===== config.mk =====
export PLATFORM = sky130hd
export DESIGN_NAME = operand_entry_flat
export DESIGN_NICKNAME = d
export VERILOG_FILES = /design/src/rtl/operand_entry_if.sv /design/src/rtl/operand_entry.sv /design/src/flat_wrapper.sv
export SDC_FILE = /design/constraint.sdc
export NUM_CORES = 1
export LEC_CHECK = 0
export ABC_AREA = 0
export BUFFER_PORTS_ARGS = -buffer_cell sky130_fd_sc_hd__buf_2
export CAP_MARGIN = 20
export CORE_UTILIZATION = 50
export CTS_BUF_LIST = sky130_fd_sc_hd__clkbuf_16
export CTS_CLUSTER_SIZE = 30
export DETAILED_ROUTE_END_ITERATION = 10
export PLACE_DENSITY = 0.69
export SLEW_MARGIN = 20
export SYNTH_ARGS = -nofsm -noshare
export SYNTH_HDL_FRONTEND = slang
export SYNTH_SLANG_ARGS = --single-unit

===== constraint.sdc =====
create_clock -name clk -period 2.8 [get_ports clk]
set_input_delay 0.14 -clock clk [delete_from_list [all_inputs] [get_ports clk]]
set_output_delay 0.14 -clock clk [all_outputs]
set_load 0.02 [all_outputs]

===== src/rtl/operand_entry_if.sv =====
// Committed-operand handshake between operand_entry (master) and its consumer (slave).
// value/clamped are stable while valid is high; the consumer raises ack to take them.
interface operand_entry_if #(
  parameter int WIDTH = 6
);
  logic [WIDTH-1:0] value;
  logic             valid;
  logic             clamped;
  logic             ack;

  modport master (output value, output valid, output clamped, input ack);
  modport slave  (input value, input valid, input clamped, output ack);
endinterface


===== src/rtl/operand_entry.sv =====
// Push-button entry of a signed decimal operand (sign, tens, ones), encoded and saturated
// to WIDTH-bit two's complement and offered to the consumer with a valid/ack handshake.
module operand_entry #(
  parameter int WIDTH           = 6,
  parameter int DEBOUNCE_CYCLES = 16
) (
  input  logic                 clk,
  input  logic                 rst_n,
  input  logic                 btn_next,
  input  logic                 btn_up,
  input  logic                 btn_down,
  operand_entry_if.master      bus,
  output logic [3:0]           tens,
  output logic [3:0]           ones,
  output logic                 sign_led,
  output logic [1:0]           field
);

  localparam int CNT_W   = $clog2(DEBOUNCE_CYCLES) + 1;
  localparam int MAX_POS = 2 ** (WIDTH - 1) - 1;
  localparam int MAX_NEG = 2 ** (WIDTH - 1);

  typedef enum logic [1:0] {
    S_SIGN = 2'd0,
    S_TENS = 2'd1,
    S_ONES = 2'd2,
    S_WAIT = 2'd3
  } state_t;

  // Bit order: 0 = next, 1 = up, 2 = down. Raw buttons are active-low.
  logic [2:0] btn_raw;
  logic [2:0] press;

  assign btn_raw = {btn_down, btn_up, btn_next};

  generate
    for (genvar gi = 0; gi < 3; gi++) begin : g_btn
      logic             sync1_q, sync1_d;
      logic             sync2_q, sync2_d;
      logic             level_q, level_d;
      logic             press_q, press_d;
      logic [CNT_W-1:0] cnt_q, cnt_d;

      // The counter only runs while the synchronised level disagrees with the accepted one,
      // so any bounce back to the accepted level restarts the qualification window.
      always_comb begin
        sync1_d = btn_raw[gi];
        sync2_d = sync1_q;
        cnt_d   = '0;
        level_d = level_q;
        if (sync2_q != level_q) begin
          if (cnt_q == CNT_W'(DEBOUNCE_CYCLES - 1)) begin
            level_d = sync2_q;
          end else begin
            cnt_d = cnt_q + CNT_W'(1);
          end
        end
        press_d = level_q & ~level_d;
      end

      always_ff @(posedge clk) begin
        if (!rst_n) begin
          sync1_q <= 1'b1;
          sync2_q <= 1'b1;
          level_q <= 1'b1;
          press_q <= 1'b0;
          cnt_q   <= '0;
        end else begin
          sync1_q <= sync1_d;
          sync2_q <= sync2_d;
          level_q <= level_d;
          press_q <= press_d;
          cnt_q   <= cnt_d;
        end
      end

      assign press[gi] = press_q;
    end
  endgenerate

  logic ev_next, ev_up, ev_dn;

  // next dominates; simultaneous up and down cancel each other.
  assign ev_next = press[0];
  assign ev_up   = press[1] & ~press[2] & ~press[0];
  assign ev_dn   = press[2] & ~press[1] & ~press[0];

  state_t           state_q, state_d;
  logic             sign_q, sign_d;
  logic [3:0]       tens_q, tens_d;
  logic [3:0]       ones_q, ones_d;
  logic [WIDTH-1:0] value_q, value_d;
  logic             valid_q, valid_d;
  logic             clamped_q, clamped_d;

  logic [6:0]       mag;
  int               mag_i;
  int               commit_i;
  logic             commit_over;

  always_comb begin
    state_d   = state_q;
    sign_d    = sign_q;
    tens_d    = tens_q;
    ones_d    = ones_q;
    value_d   = value_q;
    valid_d   = valid_q;
    clamped_d = clamped_q;

    mag         = 7'(tens_q) * 7'd10 + 7'(ones_q);
    mag_i       = int'(mag);
    commit_over = sign_q ? (mag_i > MAX_NEG) : (mag_i > MAX_POS);
    if (commit_over) begin
      commit_i = sign_q ? -MAX_NEG : MAX_POS;
    end else begin
      commit_i = sign_q ? -mag_i : mag_i;
    end

    case (state_q)
      S_SIGN: begin
        if (ev_next) begin
          state_d = S_TENS;
        end else if (ev_up || ev_dn) begin
          sign_d = ~sign_q;
        end
      end
      S_TENS: begin
        if (ev_next) begin
          state_d = S_ONES;
        end else if (ev_up) begin
          tens_d = (tens_q == 4'd3) ? 4'd0 : tens_q + 4'd1;
        end else if (ev_dn) begin
          tens_d = (tens_q == 4'd0) ? 4'd3 : tens_q - 4'd1;
        end
      end
      S_ONES: begin
        if (ev_next) begin
          value_d   = commit_i[WIDTH-1:0];
          clamped_d = commit_over;
          valid_d   = 1'b1;
          state_d   = S_WAIT;
        end else if (ev_up) begin
          ones_d = (ones_q == 4'd9) ? 4'd0 : ones_q + 4'd1;
        end else if (ev_dn) begin
          ones_d = (ones_q == 4'd0) ? 4'd9 : ones_q - 4'd1;
        end
      end
      S_WAIT: begin
        if (valid_q && bus.ack) begin
          valid_d = 1'b0;
          tens_d  = 4'd0;
          ones_d  = 4'd0;
          sign_d  = 1'b0;
          state_d = S_SIGN;
        end
      end
      default: state_d = S_SIGN;
    endcase
  end

  always_ff @(posedge clk) begin
    if (!rst_n) begin
      state_q   <= S_SIGN;
      sign_q    <= 1'b0;
      tens_q    <= 4'd0;
      ones_q    <= 4'd0;
      value_q   <= '0;
      valid_q   <= 1'b0;
      clamped_q <= 1'b0;
    end else begin
      state_q   <= state_d;
      sign_q    <= sign_d;
      tens_q    <= tens_d;
      ones_q    <= ones_d;
      value_q   <= value_d;
      valid_q   <= valid_d;
      clamped_q <= clamped_d;
    end
  end

  assign bus.value   = value_q;
  assign bus.valid   = valid_q;
  assign bus.clamped = clamped_q;
  assign tens        = tens_q;
  assign ones        = ones_q;
  assign sign_led    = sign_q;
  assign field       = state_q;

endmodule


===== src/flat_wrapper.sv =====
// flat-port wrapper written by rule: the top's interface ports become plain ports
module operand_entry_flat 
#(
  parameter int WIDTH           = 6,
  parameter int DEBOUNCE_CYCLES = 16
)
  (clk, rst_n, btn_next, btn_up, btn_down, tens, ones, sign_led, field, bus_value, bus_valid, bus_clamped, bus_ack);
  operand_entry_if #(.WIDTH(WIDTH)) bus_i ();
  input  logic clk;
  input  logic rst_n;
  input  logic btn_next;
  input  logic btn_up;
  input  logic btn_down;
  output logic [3:0] tens;
  output logic [3:0] ones;
  output logic sign_led;
  output logic [1:0] field;
  output wire logic [$bits(bus_i.value)-1:0] bus_value;
  output wire logic [$bits(bus_i.valid)-1:0] bus_valid;
  output wire logic [$bits(bus_i.clamped)-1:0] bus_clamped;
  input wire logic [$bits(bus_i.ack)-1:0] bus_ack;
  assign bus_value = bus_i.value;
  assign bus_valid = bus_i.valid;
  assign bus_clamped = bus_i.clamped;
  assign bus_i.ack = bus_ack;
  operand_entry #(.WIDTH(WIDTH), .DEBOUNCE_CYCLES(DEBOUNCE_CYCLES)) u_core (.clk(clk), .rst_n(rst_n), .btn_next(btn_next), .btn_up(btn_up), .btn_down(btn_down), .bus(bus_i), .tens(tens), .ones(ones), .sign_led(sign_led), .field(field));
endmodule

## Word level (Yosys, flattened, before mapping)

Index checks and enable logic that the tools add are counted.

| storage, ports and cells | value |
|---|---|
| logic and storage cells | 124 |
| flip-flop bits (word level) | 46 |
| output and inout port bits | 19 |
| input port bits | 6 |

| cells by class | value |
|---|---|
| reduce and logical (&&, ||, !) cells | 17 |
| $lt $le $gt $ge | 2 |
| add/subtract/negate cells | 9 |
| muxes and demuxes | 34 |
| eq/ne operators | 21 |
| multiply operators | 1 |
| bitwise gates (word level) | 18 |

Operators with widths:

| cell | count |
|---|---|
| 4-bit 2-to-1 mux | 11 |
| 6-bit 2-to-1 mux | 3 |
| 4-bit one-hot mux with 2 select lines | 2 |
| 4-bit AND reduction | 4 |
| 5-bit by 1-bit adder with 5-bit output (second input constant) | 3 |
| 5-bit by 4-bit equality test with 1-bit output (second input constant) | 3 |
| 1-bit 2-to-1 mux | 11 |
| 1-bit inverter | 11 |
| 2-bit by 1-bit != test with 1-bit output (second input constant) | 5 |
| 3-bit OR reduction | 3 |
| 4-bit by 1-bit adder with 4-bit output (second input constant) | 2 |
| 4-bit zero test | 2 |
| 2-bit 2-to-1 mux | 4 |
| 2-bit one-hot mux with 4 select lines | 1 |
| 4-bit by 1-bit subtractor with 4-bit output (second input constant) | 2 |
| 7-bit by 4-bit adder with 7-bit output | 1 |
| 1-bit AND | 7 |
| 7-bit by 5-bit > comparator with 1-bit output (second input constant) | 1 |
| 7-bit by 6-bit > comparator with 1-bit output (second input constant) | 1 |
| 4-bit by 3-bit multiplier with 6-bit output (second input constant) | 1 |
| 2-bit != test (second input constant) | 3 |
| 3-bit by 1-bit != test with 1-bit output (second input constant) | 2 |
| 6-bit negator | 1 |
| 2-bit nonzero test | 3 |
| 11 further kinds | 15 |

## Depth between registers and ports, before layout

| depth | value |
|---|---|
| depth after elaboration | 7 |
| mapped depth | 10 |
| depth with buffers taken out | 10 |

## Worst setup path before layout

Ideal clock, no wire load.

| timing path | value |
|---|---|
| kind | flip-flop to flip-flop |
| start | register u_core.tens_q[3] (netlist: u_core.tens[3]) |
| end | register u_core.value_q[1] (netlist: u_core.bus.value[1]) |
| buffers on the path | 0 |
| data required time | 2,681 ps |
| setup slack | 80 ps |
| cell stages (with the launch flop) | 11 |
| setup time | 119 ps |
| clock period less this slack | 2,720 ps |
| data arrival time | 2,602 ps |
| path through | dfxtp_1 > ha_1 > ha_1 > inv_1 > fa_1 > nand2b_2 > nor3_2 > mux2i_1 > a211o_1 > nor2_1 > o221a_1 |

| between the ends | value |
|---|---|
| word-level cells in the longest chain between the ends | 5 |
| elaborated cells on any way between the ends | 6 |
| classes of those cells | 1 x add/sub; 1 x mul; 2 x order compare; 2 x mux |

Ends and longest elaborated chain:

| item | RTL line | text |
|---|---|---|
| from (decl) | operand_entry.sv:90 | `logic [3:0] tens_q, tens_d;` |
| from (signal assigned) | operand_entry.sv:173 | `tens_q <= tens_d;` |
| 4-bit by 3-bit multiplier with 6-bit output * | operand_entry.sv:110 | `mag = 7'(tens_q) * 7'd10 + 7'(ones_q);` |
| 7-bit by 4-bit adder with 7-bit output * | operand_entry.sv:110 |  |
| 7-bit by 5-bit > comparator with 1-bit output / 7-bit by 6-bit > comparator with 1-bit output (equally long branches) | operand_entry.sv:112 | `commit_over = sign_q ? (mag_i > MAX_NEG) : (mag_i > MAX_POS);` |
| 1-bit 2-to-1 mux * | operand_entry.sv:112 |  |
| 6-bit 2-to-1 mux * | operand_entry.sv:113 | `if (commit_over) begin` |
| to (signal assigned) | operand_entry.sv:175 | `value_q <= value_d;` |
| to (decl) | operand_entry.sv:92 | `logic [WIDTH-1:0] value_q, value_d;` |

Every way passes the cells marked *; elsewhere a longest branch is shown, timed or not.
A chain may end at the register's enable or synchronous reset.

## Final worst setup path

| timing path | value |
|---|---|
| start | register u_core.tens_q[1] (netlist: u_core.tens[1]) |
| end | register u_core.value_q[3] (netlist: u_core.bus.value[3]) |

| between the ends | value |
|---|---|
| word-level cells in the longest chain between the ends | 5 |
| elaborated cells on any way between the ends | 8 |
| classes of those cells | 2 x add/sub; 1 x mul; 2 x order compare; 3 x mux |

Ends and longest elaborated chain:

| item | RTL line | text |
|---|---|---|
| 4-bit by 3-bit multiplier with 6-bit output * | operand_entry.sv:110 |  |
| 7-bit by 4-bit adder with 7-bit output * | operand_entry.sv:110 |  |
| 6-bit negator (tied with other cells) | operand_entry.sv:116 | `commit_i = sign_q ? -mag_i : mag_i;` |
| 6-bit 2-to-1 mux / 1-bit 2-to-1 mux (equally long branches) | operand_entry.sv:116, operand_entry.sv:112 |  |
| 6-bit 2-to-1 mux * | operand_entry.sv:113 |  |

Marks and branches as above.

==> flow_metrics.tcl <==
set metrics [dict create \
    startpoint "u_core.tens[1]" \
    finalCritPeriodShare_pct 93.8 \
    cp_slowest_cell "fa_1" \
    maxCapViolCount 0 \
    syn-num-nets 319 \
    crit_family "adder cells" \
    worst_slew_pin_slew_ns 0.430 \
    hpwl_um 3660 \
    first_pass_iters 4 \
    drive_gt1_share_pct 18.5 \
    cp_num_buf_inv 1 \
    critical_path_class "flip-flop to flip-flop" \
    io_buffers 24 \
    period_minus_slack_ns 2.63 \
    dieArea_um2 5510 \
    die_h_um 74.2 \
    syn_avg_cell_area_um2 9.09 \
    p_leak_nw 1.32 \
    root_buffer "clkbuf_16" \
    max-vdd-ir-drop_mv 0.375 \
    pre_cts_ws_ns 0.156 \
    mappedNetlistArea_um2 2610 \
    slew_violations 0 \
    grt_pass1_vias 1802 \
    drc 0 \
    cp.arrival_ns 2.81 \
    place_congestion 0.778 \
    status "complete, no violations" \
    ys_types 51 \
    layout_setup_ws_ns 0.173 \
    area.growth.synth_to_final_pct 14.7 \
    p_per_area_nw_per_um2 456 \
    dp_cells 378 \
    async_flop_share_pct 0 \
    stdcell_area_um2 2990 \
    setup_violations 0 \
    synth_edf_count 0 \
    dr.first_iter.drc_count 95 \
    grt_max_degree 25 \
    r2r_start "u_core.tens[1]" \
    r2r_setup_slack_ns 0.17 \
    die_x_um 74.2 \
    hold_viol 0 \
    insertion_delay_ns 0.29 \
    final_cell_mix "46 x dfxtp_1, 34 x nor2_1, 24 x inv_1, 24 x ha_1, 24 x buf_2" \
    clkTransAtPathRegs_ns 0.06 \
    cts_tree "done" \
    ios 25 \
    synth_warnings 0 \
    r2r_cells 10 \
    cp_max_fo 6 \
    num_antenna_cells 0 \
    syn_inst 287 \
    avgRoutedWirePerCell_um 12.6 \
    postRouteAntennaNets 0 \
    max_freq_mhz 381 \
    synthTopCellsByArea "dfxtp_1 35%, ha_1 12%, nor2_1 4.9%, inv_1 3.5%, xnor2_1 3.4%" \
    cts_made_buffers 5 \
    cts.sinks 46 \
    start_util_pct 53.4 \
    grt_use_total_pct 19.6 \
    design.core.area_um2 4880 \
    layoutNonFillerInstCount 386 \
    fin_worst_skew_ns 0.00314 \
    worst_slew_margin_rel_pct 71.3 \
    slowest_delay_ns 0.43 \
    path_depth 10 \
    h-tree-depth 2 \
    startpoint_type "flip-flop" \
    synthFlopType "dfxtp_1" \
    power.total_w 0.00136 \
    synth_top_area_cell "dfxtp_1" \
    final_nets 350 \
    placed_area_um2 2840 \
    antenna_found_initial 0 \
    vias 2034 \
    grt_overflow 0 \
    path_common_cell "ha_1" \
    synth_top_cell_area_share_pct 35.3 \
    grt_pass1_wl_um 8170 \
    ys_ff_latch 46 \
    setup_tns_ns 0 \
    hold_class "primary input to flip-flop" \
    rows 25 \
    synth_seq_area_share_pct 35.3 \
    viasPerCell 5.27 \
    crit_end "u_core.bus.value[3]" \
    clockBufferDepth 2 \
    reg2reg_to "u_core.bus.value[3]" \
    drt_wl_total_um 4860 \
    rsz0062_at_grt "no" \
    final_common_cell "dfxtp_1" \
    required_ns 2.98 \
    crit_path_cell_trace "ha_1, ha_1, inv_1, fa_1, nand2b_2, nor3_4, mux2i_1, a211o_1, nor2_1, o221a_1" \
    end_kind "flip-flop" \
]
metal layers:
layer / GRT usage, % / share of wire (%) / up-vias
met5: 0 / 0 / -
met4: 7.55 / 1.1 / 0
met1: 23.8 / 48 / 946
li1: - / - / 1050
met2: 33.5 / 48 / 31
met3: 4.74 / 3.3 / 7
power by group:
| part | switching [W] | internal (W) |
|---|---|---|
| sequential | 0.0000109 | 0.000667 |
| clock | 0.000255 | 0.000334 |
| combinational | 0.0000583 | 0.0000396 |
final cells by class:
type                       instances  area (µm²)
clock buffer                       5         125
inverter                          24        90.1
clock inverter                     3        23.8
timing repair buffer              31         173
sequential                        46         921
fill                             437        1890
tap                               67        83.8
multi-input combinational        210        1580
worst min-delay path by stage:
stage / startpoint / end / slack, ns / depth (start not counted)
5_1_grt: btn_next / u_core.g_btn[0].sync1_q / 0.02 / 2
3_3_place_gp: btn_next / u_core.g_btn[0].sync1_q / 0.32 / 2
3_5_place_dp: btn_next / u_core.g_btn[0].sync1_q / 0.33 / 2
2_1_floorplan: rst_n / u_core.g_btn[0].sync1_q / 0.21 / 1
4_1_cts: btn_next / u_core.g_btn[0].sync1_q / 0.03 / 2
6_report: btn_down / u_core.g_btn[2].sync1_q / 0.03 / 2
registers in the layout (all words and copies together), names as in the netlist:
register              count
u_core.bus.value          6
u_core.g_btn.cnt_q       15
u_core.ones               4
u_core.g_btn.level_q      3
u_core.field              2
u_core.sign_led           1
u_core.tens               4
u_core.bus.valid          1
u_core.g_btn.press_q      2
u_core.ev_next            1
u_core.bus.clamped        1
u_core.g_btn.sync1_q      3
u_core.g_btn.sync2_q      3
Yosys cell counts, types with 2 or more instances:
| master | instances |
|---|---|
| a211oi_1 | 2 |
| nor3_2 | 2 |
| nor4_1 | 2 |
| nor2_1 | 34 |
| a21oi_1 | 6 |
| fa_1 | 2 |
| mux2i_1 | 7 |
| ha_1 | 24 |
| nand3_1 | 8 |
| clkbuf_1 | 6 |
| nand2b_1 | 8 |
| a32oi_1 | 2 |
| dfxtp_1 | 46 |
| xor2_1 | 6 |
| and3_1 | 6 |
| nor2b_1 | 6 |
| nand2_1 | 21 |
| a211o_1 | 3 |
| nor3b_1 | 2 |
| inv_1 | 24 |
| xnor2_1 | 10 |
| and2_1 | 2 |
| o21ai_0 | 11 |
| mux2_2 | 3 |
| o21bai_1 | 2 |
| or3_1 | 4 |
| nor3_1 | 3 |
| nor3b_2 | 3 |
| xor2_2 | 2 |
| a22oi_1 | 4 |
| o221a_1 | 6 |
worst register-to-register path, delay by kind of cell, from the launching register on:
| kind | cells | cell delay (ns) |
|---|---|---|
| multiplexers | 1 | 0.26 |
| flip-flops | 1 | 0.31 |
| adder cells (fa/ha/maj) | 3 | 0.92 |
| AO/OA/AOI/OAI | 2 | 0.44 |
| buffers and inverters | 1 | 0.07 |
| AND/OR/NAND/NOR | 3 | 0.52 |
logic make-up after synthesis:
kind of cell	Yosys count	share of synthesized area, %
multiplexers	10	3.98
AO/OA/AOI/OAI	48	14.5
adder cells (fa/ha/maj)	26	13.1
flip-flops	46	35.3
XOR/XNOR	18	6.62
buffers and inverters	31	4.51
AND/OR/NAND/NOR	108	22.0
stage by stage:
step	utilization [%]	hold slack [ns]
6_report	61.3	0.0322
3_5_place_dp	58.1	0.326
3_3_place_gp	58.1	0.322
5_1_grt	61.3	0.0195
4_1_cts	61.2	0.0251
2_1_floorplan	-	0.213
repair_timing:
action                     CTS  global route
hold buffers                 0             0
resized for setup            0             1
buffers inserted             0             0
hold endpoints to repair     0             0
setup endpoints to repair    0             4
Note: power is estimated with default switching activity, not from simulation.
